File: src/rtl/ram_tx_reader.sv
// Drains bytes from the RX buffer RAM into a dv/done style UART transmitter.
// Optional build macro RAM_TX_READER_CRLF_EN inserts an LF after every transmitted CR.
module ram_tx_reader #(
  parameter int ADDR_W = 9,
  parameter int DATA_W = 8
) (
  input  logic              clk,
  input  logic              rst_n,
  input  logic              enable,
  input  logic [ADDR_W-1:0] wr_ptr,
  output logic [ADDR_W-1:0] ram_rd_addr,
  input  logic [DATA_W-1:0] ram_dout,
  output logic              tx_dv,
  output logic [DATA_W-1:0] tx_byte,
  input  logic              tx_done,
  output logic              empty,
  output logic [ADDR_W-1:0] pending,
  output logic              busy
);

`ifdef RAM_TX_READER_CRLF_EN
  typedef enum logic [2:0] {IDLE, FETCH, SEND, WAIT_DONE, LF_SEND} state_t;
  localparam logic [DATA_W-1:0] CHAR_CR = DATA_W'(8'h0D);
  localparam logic [DATA_W-1:0] CHAR_LF = DATA_W'(8'h0A);
  logic lf_flag;
`else
  typedef enum logic [1:0] {IDLE, FETCH, SEND, WAIT_DONE} state_t;
`endif

  state_t            state;
  logic [ADDR_W-1:0] rd_ptr;

  function automatic logic [ADDR_W-1:0] ptr_inc(input logic [ADDR_W-1:0] p);
    return p + ADDR_W'(1);
  endfunction

  // Modular pointer difference; the writer keeps one slot free so equality means empty.
  assign ram_rd_addr = rd_ptr;
  assign empty       = (wr_ptr == rd_ptr);
  assign pending     = wr_ptr - rd_ptr;
  assign busy        = (state != IDLE);

  always_ff @(posedge clk or negedge rst_n) begin
    if (!rst_n) begin
      state   <= IDLE;
      rd_ptr  <= '0;
      tx_dv   <= 1'b0;
      tx_byte <= '0;
`ifdef RAM_TX_READER_CRLF_EN
      lf_flag <= 1'b0;
`endif
    end else begin
      case (state)
        IDLE: begin
`ifdef RAM_TX_READER_CRLF_EN
          lf_flag <= 1'b0;
`endif
          if (enable && !empty) state <= FETCH;
        end
        // RAM was addressed with rd_ptr on the previous edge, so ram_dout is valid here.
        FETCH: begin
          tx_byte <= ram_dout;
          tx_dv   <= 1'b1;
          rd_ptr  <= ptr_inc(rd_ptr);
          state   <= SEND;
        end
        SEND: begin
          tx_dv <= 1'b0;
          state <= WAIT_DONE;
        end
        WAIT_DONE: begin
          if (tx_done) begin
`ifdef RAM_TX_READER_CRLF_EN
            if (tx_byte == CHAR_CR && !lf_flag) begin
              tx_byte <= CHAR_LF;
              tx_dv   <= 1'b1;
              lf_flag <= 1'b1;
              state   <= LF_SEND;
            end else begin
              state <= IDLE;
            end
`else
            state <= IDLE;
`endif
          end
        end
`ifdef RAM_TX_READER_CRLF_EN
        LF_SEND: begin
          tx_dv <= 1'b0;
          state <= WAIT_DONE;
        end
`endif
        default: state <= IDLE;
      endcase
    end
  end

endmodule

File: config.mk
export PLATFORM = sky130hd
export DESIGN_NAME = ram_tx_reader
export DESIGN_NICKNAME = d
export VERILOG_FILES = /design/src/rtl/ram_tx_reader.sv
export SDC_FILE = /design/constraint.sdc
export NUM_CORES = 1
export LEC_CHECK = 0
export ABC_AREA = 1
export CAP_MARGIN = 40
export CORE_MARGIN = 2
export CORE_UTILIZATION = 41
export CTS_BUF_LIST = sky130_fd_sc_hd__clkbuf_4 sky130_fd_sc_hd__clkbuf_8
export CTS_CLUSTER_SIZE = 8
export DETAILED_ROUTE_END_ITERATION = 10
export GPL_ROUTABILITY_DRIVEN = 0
export PLACE_DENSITY = 0.77
export SYNTH_ARGS = -nofsm -noshare
export SYNTH_HDL_FRONTEND = slang
export SYNTH_SLANG_ARGS = --single-unit
File: constraint.sdc
create_clock -name clk -period 2.2 [get_ports clk]
set_input_delay 0.55 -clock clk [delete_from_list [all_inputs] [get_ports clk]]
set_output_delay 0.55 -clock clk [all_outputs]
set_load 0.02 [all_outputs]
# After elaboration in Yosys (flattened, before gate mapping)
# Index checks and enable logic that the tools add are counted.
# Widths: inputs -> output; s select.
# word_totals
reg_bits	20
input_bits	21
# classes
n_addsub	2
n_eq_ne	6
reduce_logical	6
n_mux	4
# op_table
operator	count
$add 9x1->9 const B	1
$eq 9x9->1	1
$sub 9x9->9	1
$pmux 2 s4	1
$eq 2x2->1 const B	2
$mux 2	2
$ne 2x2->1 const B	2
$reduce_bool 2->1	2
$eq 2x1->1 const B	1
$logic_not 2->1	1
$pmux 1 s2	1
$reduce_and 2->1	1
$logic_and 1x1->1	1
$logic_not 1->1	1

# Longest topological paths before layout
# depth
ltp_word	5
depth_mapped	10
depth_no_buf	10

# Worst setup path after synthesis
# Ideal clock, no wire load.
# synth_path
path_type	in2out
from	input port wr_ptr[0]
to	output port pending[6]
path_buffers	0
path_stages	7
arrival_ns	1.909
path_slack_ns	-0.259
required_time_ns	1.650
path_cell_list	inv_1 -> ha_1 -> fa_1 -> nand3b_1 -> nand2_1 -> a21oi_1 -> xnor2_1
# synth_between
elab_chain_cells	1
# synth_lines
element	line	rtl
from (decl)	10	input logic [ADDR_W-1:0] wr_ptr,
$sub 9x9->9	40	assign pending = wr_ptr - rd_ptr;
to (decl)	17	output logic [ADDR_W-1:0] pending,
# No other way between the ends.

# Worst setup path in the final report
# layout_path
from	register rd_ptr[0] (netlist: ram_rd_addr[0])
to	output port pending[8]
# layout_between
elab_chain_cells	1
# layout_lines
element	line	rtl
from (decl)	31	logic [ADDR_W-1:0] rd_ptr;
from (signal assigned)	64	rd_ptr <= ptr_inc(rd_ptr);
$sub 9x9->9	40	
# No other way between the ends.

==> flow_summary.ini <==
[run_status]
outcome = finished with violations
violations = negative setup slack

[floorplanning]
io_pins = 50
die_w_um = 60.6
initial_utilization = 0.430
die_y_um = 60.6
dieArea_mm2 = 0.00367
core_area_mm2 = 0.00305
rows = 20

[placement]
io_buffer_count = 49
placed_area_mm2 = 0.00212
placed_cells = 286
place_hpwl_um = 2530

[clock_network]
cts_tree = built
numCtsBuffers = 3
cts_sinks = 20
cts_root_buffer = clkbuf_4
path_clk_slew_ns = 0.11
clk_latency_ns = 0.30
cts_max_level = 1
cts.path.max_buffers = 2

[timing]
fin_tns_setup_ns = -1.15
period_needed_ns = 2.51
grt_setup_unrepaired = true
tightestPinTransition_ns = 0.260
min_period_over_period = 1.14
max_slew_margin = 0.826
slew_viol_final = 0
clock_skew_ns = 0.00485
layout_setup_ws_ns = -0.307
finalSetupViolCount = 8
hold_violations = 0
max_freq_ghz = 0.399

[yosys]
synth_flop_cell = dfrtp_1
synth.avg_cell_area_um2 = 8.01
ys.warnings.count = 0
ys_seq_area_frac = 0.381
syn_area_mm2 = 0.00131
async_flop_share = 1.00
synth-edff-count = 0
syn_inst = 164
ys_types = 23
ys_ff_latch = 20
syn_nets = 200

[global_route]
antenna_found_initial = 0
grt_pass1_vias = 1441
gr-total-overflow = 0
grt_pass1_wl_um = 5750
grt_util_all_layers = 0.207
grt_max_degree = 21

[finish]
fin_cells = 296
final_cell_mix = nand2_1 (45), buf_4 (34), clkdlybuf4s50_1 (30), dfrtp_1 (20), inv_1 (19)
diodes = 0
drive_above_1_share = 0.401
final_common_cell = nand2_1
final_area_mm2 = 0.00242
areaGrowthSynthToFinish_pct = 84.5
nets = 289

[setup_path]
r2r_slack_ns = 0.58
timing.rr.end = state[0]$_DFFE_PN0P_
crit_path_start = ram_rd_addr[0]$_DFFE_PN0N_
crit_fanout = 3
start_kind = flop
r2r-start = ram_rd_addr[1]$_DFFE_PN0N_
crit_arrival_ns = 1.96
endpoint = pending[8]
required_ns = 1.65
criticalPathCategory = reg -> out
rr_worst_depth = 11
end_kind = primary output

[detailed_routing]
ant_nets = 0
wl_per_cell_um = 12.5
wl_um = 3710
drt_iter0_markers = 65
vias_per_cell = 4.67
drc = 0
drt-pass1-iter-count = 4
via_count = 1383

[power]
vdd_ir_drop_max_mv = 0.748
p_leak_nw = 1.23
totalPowerFinal_mw = 3.16
powerDensity_mw_per_mm2 = 1300

[min_path]
hold_path_depth = 2
hold_path.class = reg -> reg

[run]
drv_cap = 0
-- state kept, by name (all words and copies together) (netlist names) --
name	flops
tx_byte	8
ram_rd_addr	9
state	2
tx_dv	1
-- Yosys cell counts (2+ instances only) --
library cell | instances | area, µm²
a21oi_1 | 6 | 30.0
dfrtp_1 | 20 | 500
ha_1 | 14 | 175
inv_1 | 27 | 101
nand2_1 | 54 | 203
nand2_2 | 4 | 25.0
nand3_1 | 6 | 30.0
nand3_2 | 2 | 20.0
nand4_1 | 2 | 12.5
nor2_1 | 6 | 22.5
xnor2_1 | 2 | 17.5
xor2_1 | 10 | 87.6
-- power breakdown --
part / leakage, nW / switching [mW] / internal [mW] / total [mW]
Sequential: 0.249 / 0.105 / 0.518 / 0.623
Combinational: 0.956 / 1.17 / 1.15 / 2.32
Clock: 0.0210 / 0.112 / 0.101 / 0.213
-- layout make-up --
| class | instances | area (µm²) |
|---|---|---|
| multi-input combinational | 116 | 965 |
| timing repair buffer | 85 | 763 |
| fill | 205 | 629 |
| sequential | 20 | 500 |
| inverter | 27 | 104 |
| tap | 44 | 55.1 |
| clock buffer | 4 | 36.3 |
-- layer usage --
metal	vias up	track usage	part of all wire
met1	644	0.228	0.41
met4	0	0.0745	0.011
li1	683	-	-
met5	-	0	0
met2	50	0.396	0.53
met3	6	0.0320	0.049
-- worst max-delay path, stage by stage (launching register included) --
cell	delay [ns]
dfrtp_1	0.43
ha_4	0.18
fa_2	0.35
nand3b_1	0.18
nand2_2	0.13
nand2_2	0.08
nand2_2	0.07
nand3_2	0.06
nand2_2	0.07
buf_6	0.11
-- worst min-delay path by stage --
stage | slack, ns | endpoint | start
6_report | 0.49 | tx_byte[5]$_DFFE_PN0N_ | tx_byte[5]$_DFFE_PN0N_
5_1_grt | 0.52 | tx_byte[5]$_DFFE_PN0N_ | tx_byte[5]$_DFFE_PN0N_
4_1_cts | 0.49 | tx_byte[6]$_DFFE_PN0N_ | tx_byte[6]$_DFFE_PN0N_
3_5_place_dp | 0.46 | tx_byte[2]$_DFFE_PN0N_ | tx_byte[2]$_DFFE_PN0N_
3_3_place_gp | 0.45 | tx_byte[0]$_DFFE_PN0N_ | tx_byte[0]$_DFFE_PN0N_
2_1_floorplan | 0.25 | ram_rd_addr[0]$_DFFE_PN0N_ | rst_n
-- per-stage QoR --
stage,util,setup slack (ns),hold slack [ns]
final,0.794,-0.307,0.487
after global routing,0.794,-0.415,0.516
after CTS,0.750,-0.356,0.490
after detailed placement,0.695,-1.09,0.462
after global placement,0.695,-1.07,0.453
after floorplan,-,-0.0274,0.254
-- repair_timing --
action                                  in CTS  in global routing
pin swaps                                   18                 19
endpoints found under the setup margin      11                 10
gates resized for setup                     92                 30
hold buffers                                 0                  0
setup buffers                                1                  5
-- cells by family (layout without fill, tap and decap cells) --
logic type / after synthesis / count (layout) / synth area share
AND/OR/NAND/NOR: 79 / 79 / 0.265
XOR/XNOR: 12 / 12 / 0.0800
AO/OA/AOI/OAI: 10 / 10 / 0.0448
adder cells (fa/ha/maj): 15 / 15 / 0.149
buffers and inverters: 28 / 116 / 0.0810
flip-flops: 20 / 20 / 0.381
(Power assumes the default switching activity.)
==> RTL edit (config.mk and constraints unchanged) <==
Build with the macro `RAM_TX_READER_CRLF_EN` defined.
--- a/src/rtl/ram_tx_reader.sv
+++ b/src/rtl/ram_tx_reader.sv
@@ -2,2 +2,4 @@
 // Optional build macro RAM_TX_READER_CRLF_EN inserts an LF after every transmitted CR.
+`define RAM_TX_READER_CRLF_EN
+
 module ram_tx_reader #(
Check against the original RTL: not equivalent (a bounded check fails within 10 cycles, from zero or initial values and one cycle with rst_n low).
==> RTL edit against the unedited design <==
The run still ends with negative setup slack left. Final area fell by 0.41%. Largest power group unchanged. Sequential cell count rose by 2. Critical path depth fell by 2. Area after synthesis rose by 12%. Combinational power fell by 16%. Worst setup slack improved by 14 ps. Largest cell class unchanged. Clock skew fell by 2.5 ps. Count of clock-buffer cells in the layout fell by 1. Wire length rose by 2.0%. Power fell by 7.5%.
==> RTL edit: results (changes against the unedited design) <==
- Outcome: finished with violations
- Failing checks: negative setup slack
- DR vias/cell: 4.60 (-1.6%)
- Least-Margin Pin Slew: 286 ps (+25.9 ps)
- Root Buffer: clkbuf_4
- Lkg Pwr: 0.00122 µW (-0.36%)
- Share of cells above drive strength 1: 0.290 (-0.111)
- Worst-case clock buffer depth: 2 (unchanged)
- Delay-heaviest family, CP: adder cells
- Final net count: 315 (+9.0%)
- Number of buffers created by CTS: 3 (unchanged)
- Vias in the first global route: 1364 (-5.3%)
- Largest net degree at the start of global routing: 23 (+9.5%)
- WL/cell: 11.5 µm (-8.2%)
- Synth area leaders: dfrtp_1 (37%), nand2_1 (19%), inv_1 (9.7%)
- Clock Skews: 2.38 ps (-2.47 ps)
- Detailed Place HPWL: 2800 µm (+11%)
- All-Layer GR Usage: 0.191 (-0.0156)
- First-pass GRT wire length: 6150 µm (+7.1%)
- Post-synth net total: 236 (+18%)
- Worst EP arrival: 1940 ps (-20 ps)
- Library cells used by synthesis: 26 (+13%)
- Synth top cells by count: nand2_1 (76), inv_1 (38), dfrtp_1 (22)
- Worst vdd ir: 0.000786 V (+5.0%)
- Seq/Total Area, Yosys: 0.374 (-0.00744)
- Setup ws final: -293 ps (+14.1 ps)
- Final setup vio count: 6 (-2)
- Max reg flops: 9 (unchanged)
RTL edit: changes by cell type after synthesis, sizes merged, moves of 3 or more:
cell,delta
nand2,+20
inv,+13
nor2,+8
ha,-5
o21ai,+4
xor2,-3
RTL edit: area by class of cell:
| class | instances | area (µm²) | share of cell area |
|---|---|---|---|
| tap | 46 | 57.6 | 0.0238 |
| multi-input combinational | 142 | 916 | 0.379 |
| clock buffer | 3 | 22.5 | 0.00933 |
| sequential | 22 | 551 | 0.228 |
| clock inverter | 1 | 30.0 | 0.0124 |
| inverter | 40 | 163 | 0.0674 |
| timing repair buffer | 75 | 674 | 0.279 |
RTL edit: through the flow:
step	TNS, ps	worst slack (ps)	instances	hold WS [ps]	instance area, µm²
floorplan	-16.5	-16.5	205	254	1520
global placement	-9030	-1250	324	481	2240
detailed placement	-9120	-1260	324	485	2240
CTS	-1160	-298	328	519	2380
global route	-2020	-403	329	544	2410
finish	-1180	-293	329	516	2410
RTL edit: tightest hold or removal path, stage by stage (launching register included):
cell	delay, ps
dfrtp_1	380
nand2_1	60
nand2_1	50
RTL edit: worst paths after layout:
check                               start             end  slack, ps  cells past startpoint
max                        ram_rd_addr[0]      pending[4]       -290                      7
min                            tx_byte[4]      tx_byte[4]        520                      2
max reg2reg                ram_rd_addr[5]        state[0]        660                     11
min reg2reg                    tx_byte[4]      tx_byte[4]        520                      2
max in group asynchronous           rst_n  ram_rd_addr[6]       1410                      2
min in group asynchronous           rst_n      tx_byte[1]        570                      2
RTL edit: cells by family after synthesis:
logic type / synth area share
fa+ha+maj: 0.0900
simple gates: 0.322
buf+inv: 0.110
flops: 0.374
compound gates: 0.0518
xor+xnor: 0.0535
RTL edit: what timing repair did:
action,in CTS,in global routing
gates cloned,0,0
endpoints found under the setup margin,10,9
gates resized for setup,82,13
pin swaps,14,9
buffers inserted,0,1
RTL edit: layer usage:
metal / track usage / routed length (µm) / part of all wire
met2: 0.333 / 1950 / 0.51
met5: 0 / 0 / 0
met3: 0.0335 / 154 / 0.041
met4: 0.0408 / 53 / 0.014
met1: 0.247 / 1630 / 0.43
RTL edit: power groups by stage:
stage | registers [µW] | clock network (µW) | logic [µW]
floorplan | 831 | 0 | 869
global placement | 672 | 0 | 1800
detailed placement | 674 | 0 | 1830
CTS | 672 | 315 | 1870
global route | 691 | 335 | 2110
finish | 670 | 310 | 1940
